## config.mk

```make
export PLATFORM = sky130hd
export DESIGN_NAME = sdram_port_arbiter
export DESIGN_NICKNAME = d
export VERILOG_FILES = /design/src/rtl/sdram_port_arbiter.sv
export SDC_FILE = /design/constraint.sdc
export NUM_CORES = 1
export LEC_CHECK = 0
export CORE_ASPECT_RATIO = 1.5
export CORE_UTILIZATION = 25
export CTS_CLUSTER_SIZE = 30
export DETAILED_ROUTE_END_ITERATION = 10
export REMOVE_ABC_BUFFERS = 1
export SYNTH_ARGS = -nofsm -noshare
export SYNTH_HDL_FRONTEND = slang
export SYNTH_SLANG_ARGS = --single-unit
```

## constraint.sdc

```tcl
create_clock -name clk -period 2.1 [get_ports clk]
set_clock_uncertainty 0.05 [all_clocks]
set_input_delay 0.315 -clock clk [delete_from_list [all_inputs] [get_ports clk]]
set_output_delay 0.315 -clock clk [all_outputs]
set_load 0.01 [all_outputs]
```

## src/rtl/sdram_port_arbiter.sv

```systemverilog
// Merges two toggle-handshake byte clients onto one toggle-handshake SDRAM port.
// One transaction in flight at a time; ties resolved round-robin or fixed to client 0.
module sdram_port_arbiter #(
  parameter int a_bits         = 24,
  parameter int d_bits         = 8,
  parameter bit fixed_priority = 1'b0
) (
  input  logic              clk,
  input  logic              reset_n,
  input  logic              c0_req,
  output logic              c0_ack,
  input  logic              c0_we,
  input  logic [a_bits-1:0] c0_a,
  input  logic [d_bits-1:0] c0_d,
  output logic [d_bits-1:0] c0_q,
  input  logic              c1_req,
  output logic              c1_ack,
  input  logic              c1_we,
  input  logic [a_bits-1:0] c1_a,
  input  logic [d_bits-1:0] c1_d,
  output logic [d_bits-1:0] c1_q,
  output logic              mem_req,
  input  logic              mem_ack,
  output logic              mem_we,
  output logic [a_bits-1:0] mem_a,
  output logic [d_bits-1:0] mem_d,
  input  logic [d_bits-1:0] mem_q,
  output logic              busy
);

  typedef enum logic {ST_IDLE, ST_WAIT} state_t;

  state_t state_q, state_d;
  logic   last_grant;
  logic   gnt;
  logic   p0, p1;
  logic   do_grant, do_done, sel;

  assign p0 = c0_req ^ c0_ack;
  assign p1 = c1_req ^ c1_ack;

  always_ff @(posedge clk or negedge reset_n) begin
    if (!reset_n) state_q <= ST_IDLE;
    else          state_q <= state_d;
  end

  // Tie-break uses last_grant so the client served most recently yields.
  always_comb begin
    state_d  = state_q;
    do_grant = 1'b0;
    do_done  = 1'b0;
    sel      = 1'b0;
    case (state_q)
      ST_IDLE: begin
        if (p0 || p1) begin
          do_grant = 1'b1;
          state_d  = ST_WAIT;
          if (p0 && p1) sel = fixed_priority ? 1'b0 : ~last_grant;
          else          sel = ~p0;
        end
      end
      ST_WAIT: begin
        if (mem_ack == mem_req) begin
          do_done = 1'b1;
          state_d = ST_IDLE;
        end
      end
      default: state_d = ST_IDLE;
    endcase
  end

  // ---- grant: capture client command and launch memory toggle ----
  always_ff @(posedge clk or negedge reset_n) begin
    if (!reset_n) begin
      mem_req    <= 1'b0;
      mem_we     <= 1'b0;
      mem_a      <= '0;
      mem_d      <= '0;
      gnt        <= 1'b0;
      last_grant <= 1'b1;
    end else if (do_grant) begin
      mem_req    <= ~mem_req;
      mem_we     <= sel ? c1_we : c0_we;
      mem_a      <= sel ? c1_a  : c0_a;
      mem_d      <= sel ? c1_d  : c0_d;
      gnt        <= sel;
      last_grant <= sel;
    end
  end

  // ---- completion: return read data and acknowledge the granted client ----
  always_ff @(posedge clk or negedge reset_n) begin
    if (!reset_n) begin
      c0_ack <= 1'b0;
      c1_ack <= 1'b0;
      c0_q   <= '0;
      c1_q   <= '0;
      busy   <= 1'b0;
    end else begin
      if (do_grant) busy <= 1'b1;
      if (do_done) begin
        busy <= 1'b0;
        if (gnt) begin
          c1_ack <= ~c1_ack;
          if (!mem_we) c1_q <= mem_q;
        end else begin
          c0_ack <= ~c0_ack;
          if (!mem_we) c0_q <= mem_q;
        end
      end
    end
  end

endmodule
```

### After elaboration in Yosys (flattened, before gate mapping)

Cells that the tools add are included.

| cells by class | value |
|---|---|
| eq/ne operators | 1 |
| multiplexer cells | 14 |
| bitwise gates (word level) | 10 |
| reduce and logical (&&, ||, !) cells | 7 |

Operators with widths:

| cell | count |
|---|---|
| $mux W24 | 1 |
| $mux W1 | 11 |
| $mux W8 | 1 |
| $not A1 Y1 | 8 |
| $reduce_and A3 Y1 | 2 |
| $reduce_and A2 Y1 | 2 |
| $pmux W1 S2 | 1 |
| $reduce_bool A2 Y1 | 1 |
| $xor A1 B1 Y1 | 2 |
| $eq A1 B1 Y1 | 1 |
| $logic_and A1 B1 Y1 | 1 |
| $logic_or A1 B1 Y1 | 1 |

| word-level totals | value |
|---|---|
| register bits | 56 |
| input bits | 79 |
| output and inout bits | 53 |
| word-level logic and storage cells | 44 |

### Longest topological paths before layout

| logic depth | value |
|---|---|
| depth after elaboration | 6 |
| gate-level depth with buffers | 5 |
| depth with buffers taken out | 3 |

### Least setup slack after synthesis

OpenSTA, ideal clock, no wires.

| timing | value |
|---|---|
| path type | flip-flop to flip-flop |
| start | register mem_req |
| end | register c0_q[0] |
| library setup time | 0.125 ns |
| arrival | 1.510 ns |
| data required time | 1.925 ns |
| slack | 0.415 ns |
| stages on the path, launching flop included | 5 |
| buffers on the path | 1 |
| period minus slack after synthesis | 1.685 ns |
| path through | dfrtp_1 > xnor2_1 > and4b_1 > buf_2 > mux2_2 |

| between the ends | value |
|---|---|
| cells in the longest elaborated chain, start to end | 4 |

RTL lines:

| what | RTL line | source |
|---|---|---|
| from (decl) | 22 | `output logic mem_req,` |
| from (signal assigned) | 82 | `mem_req <= ~mem_req;` |
| $eq A1 B1 Y1 | 63 | `if (mem_ack == mem_req) begin` |
| $mux W1 | 63 |  |
| $mux W1 | 53 | `case (state_q)` |
| $reduce_and A3 Y1 (no source line) | - |  |
| to (signal assigned) | 108 | `if (!mem_we) c0_q <= mem_q;` |
| to (decl) | 15 | `output logic [d_bits-1:0] c0_q,` |

No other way between the ends.
A chain may end at the register's enable or synchronous reset.

### Worst setup path after layout

| timing | value |
|---|---|
| start | input port c0_req |
| end | register mem_a[7] |

| between the ends | value |
|---|---|
| cells in the longest elaborated chain, start to end | 6 |
| elaborated cells between the ends (all ways) | 10 |
| those cells by class | mux (6); bitwise (2); reduce/logical (2) |

RTL lines:

| what | RTL line | source |
|---|---|---|
| from (decl) | 10 | `input logic c0_req,` |
| $xor A1 B1 Y1 (*) | 39 | `assign p0 = c0_req ^ c0_ack;` |
| $logic_and A1 B1 Y1 or $not A1 Y1 (tied branches) | 58, 59 |  |
| $mux W1 | 58 | `if (p0 && p1) sel = fixed_priority ? 1'b0 : ~last_grant;` |
| $mux W1 | 55 | `if (p0 \|\| p1) begin` |
| $mux W1 | 53 |  |
| $mux W24 | 84 | `mem_a <= sel ? c1_a : c0_a;` |
| to (signal assigned) | 84 |  |
| to (decl) | 25 | `output logic [a_bits-1:0] mem_a,` |

Mark *: on every way between the ends. The rest lies on a longest branch, timed or not.

==> out/results.tsv <==
metric	value	unit
initial antenna violation count	0	
first-pass GRT wire length	15200	um
number of nets in the layout	463	
Seq pwr share	29.1	%
CP startpoint kind	primary input	
CTS resizes	0	
sequential element share of the synthesized area	48.3	%
CP startpoint	c0_req	
crit path to	mem_a[7]$_DFFE_PN0P_	
Worst-Skew Late Latency	290	ps
vias in the first global route	2932	
maximum vdd ir drop	0.565	mV
I/O pin total	132	
max-slew violation count	0	
# placed instances	524	
top cells by area, synth	dfrtp_1 (47%), a2111oi_0 (18%), a211oi_1 (7.2%)	
flop-to-flop setup slack	280	ps
CP max FO	12	
share of layout cells above drive strength 1	14.5	%
Final Critical Period	1830	ps
fill count	1094	
Yosys cell types	21	
CTS root buf	clkbuf_16	
internal power	4120	uW
final wirelength	9350	um
PD cells	1470	mW/mm^2
die area	0.0121	mm^2
Worst EP required	2240	ps
largest net degree at the start of global routing	36	
worst r2r src	c0_ack$_DFFE_PN0P_	
Avg Cell Area, Syn	11.3	um^2
setup TNS	0	ps
Fin Hold WS	6.57	ps
drt drc	0	
flops & latches, synth	56	
Syn. warnings	0	
P&R area growth vs syn	59.9	%
Clock transition at path regs	70	ps
# setup viols final	0	
measured slew at the worst slew-check pin	690	ps
Hold Crit Class	primary input to asynchronous set/reset pin	
Detailed Route Iter0 Violations	80	
CP Data Arrival Time	1970	ps
status	finished clean	
share of the synthesized area in the top cell type	47.4	%
LEAKAGE	0.00180	uW
number of hold violations in the final report	0	
Psw	2720	uW
WS Path Type	primary input to register	
gp weighted congestion	0.727	
post-cts hold buffer count	0	
H-tree Lvls	2	
Starting Density	26.0	%
Sw Share	39.7	%
Finished Layout Cells	532	
clock share of power	12.0	%
setup bufs post-CTS	0	
Port-buffer cells	131	
R2R Path End	mem_a[7]$_DFFE_PN0P_	
Comb power frac	58.9	%
gr usage total	15.8	%
Final Util	41.6	%
CTS tree	yes	
Pre-Repair DR Iteration Count	4	
Die H	134	um
cts bufs inserted	5	
drt via density	5.17	
area leader, netlist	dfrtp_1	
slew margin rel.	54.0	%
Routed Antenna Nets	0	
Inserted Diodes	0	
routed vias	2752	
achievable frequency	546	MHz
grt total ovfl	0	
Syn Inst Count	258	
synthesized area	0.00290	mm^2
Max-Cap Viols	0	
Worst Setup End Kind	register	
RSZ-0062 raised after global routing	false	
dpl hpwl	6540	um
die width	90	um
setup ws final	269	ps
Site Rows	47	
worst-case clock buffer depth	2	
period utilization	87.2	%
Core ar.	0.0112	mm^2
wire length per cell	17.6	um
DP Worst Slack	-38.6	ps
CTS sink cnt	56	
r2r worst-path depth	4	
## state kept, by name, indices dropped and copies added (netlist names)
name        count
busy            1
c0_ack          1
c0_q            8
c1_ack          1
c1_q            8
gnt             1
last_grant      1
mem_a          24
mem_d           8
mem_req         1
mem_we          1
state_q         1
## cells in the mapped netlist
| master | n |
|---|---|
| and4b_1 | 1 |
| mux2_2 | 16 |
| a21o_1 | 3 |
| nand3_1 | 1 |
| nor3_1 | 2 |
| a211oi_1 | 28 |
| dfstp_2 | 1 |
| xnor2_1 | 6 |
| buf_6 | 4 |
| a2111oi_1 | 6 |
| clkbuf_1 | 25 |
| nand4_2 | 1 |
| a211oi_2 | 6 |
| nand2b_1 | 1 |
| xor2_2 | 2 |
| nand3b_1 | 1 |
| a21oi_1 | 2 |
| dfrtp_1 | 55 |
| inv_1 | 34 |
| a2111oi_0 | 60 |
| buf_2 | 3 |
## kinds of logic after synthesis
family | Yosys count | share of synthesized area, %
and+or+nand+nor | 7 | 1.77
DFF | 56 | 48.3
buffers and inverters | 66 | 9.69
xor gates and xnor gates | 8 | 2.93
AOI/OAI and AO/OA | 105 | 31.1
muxes | 16 | 6.20
## worst min path at each step
| stage | cells after the start | end | start |
|---|---|---|---|
| after floorplan | 0 | busy$_DFFE_PN0P_ | reset_n |
| after global placement | 1 | c0_q[2]$_DFFE_PN0P_ | reset_n |
| after detailed placement | 1 | c0_q[2]$_DFFE_PN0P_ | reset_n |
| after CTS | 1 | c0_q[2]$_DFFE_PN0P_ | reset_n |
| after global routing | 1 | c0_q[2]$_DFFE_PN0P_ | reset_n |
| final | 1 | c0_q[2]$_DFFE_PN0P_ | reset_n |
## layer usage
| layer | track usage (%) | wire [um] | vias up |
|---|---|---|---|
| met2 | 29.0 | 4910 | 107 |
| met3 | 3.40 | 512 | 13 |
| met5 | 0 | 0 | - |
| li1 | - | - | 1264 |
| met1 | 18.3 | 3770 | 1368 |
| met4 | 4.75 | 159 | 0 |
## worst max-delay path, cell delays in order
cell,delay [ps]
clkdlybuf4s50_1,490
xnor2_2,510
buf_4,300
a2111oi_0,80
a211oi_1,270
## area by class of cell
class	count	area, um^2	area share [%]
repair buffers	151	1560	33.5
well taps	147	184	3.96
clock inverters	1	5.00	0.108
flip-flops and latches	56	1400	30.2
multi-input cells	136	1230	26.6
clock buffers	7	133	2.86
inverters	34	128	2.75
## power by group through the flow
stage	Combinational, uW	Clock, uW	Sequential [uW]
after floorplan	1350	0	2350
after global placement	3980	0	2010
after detailed placement	4070	0	2000
after CTS	4070	857	1990
after global routing	4330	893	2060
final	4030	823	1990
## placed cells by master (no fill, tap or decap), types with 3 or more instances in the layout
cell             netlist  routed
a2111oi_0             60      60
clkbuf_16              0       5
mux2_2                16      16
clkdlybuf4s50_1        0     130
a2111oi_1              6       6
a211oi_1              28      28
xnor2_1                6       4
inv_1                 34      34
a21o_1                 3       3
buf_12                 0       8
buf_4                  0      12
dfrtp_1               55      54
a211oi_2               6       6
## metrics by stage
step / cell area, um^2 / power [uW]
floorplan: 2750 / 3700
global placement: 4510 / 6000
finish: 4640 / 6850
global route: 4640 / 7290
CTS: 4640 / 6930
detailed placement: 4510 / 6070
Note: power is estimated with default switching activity, not from simulation.
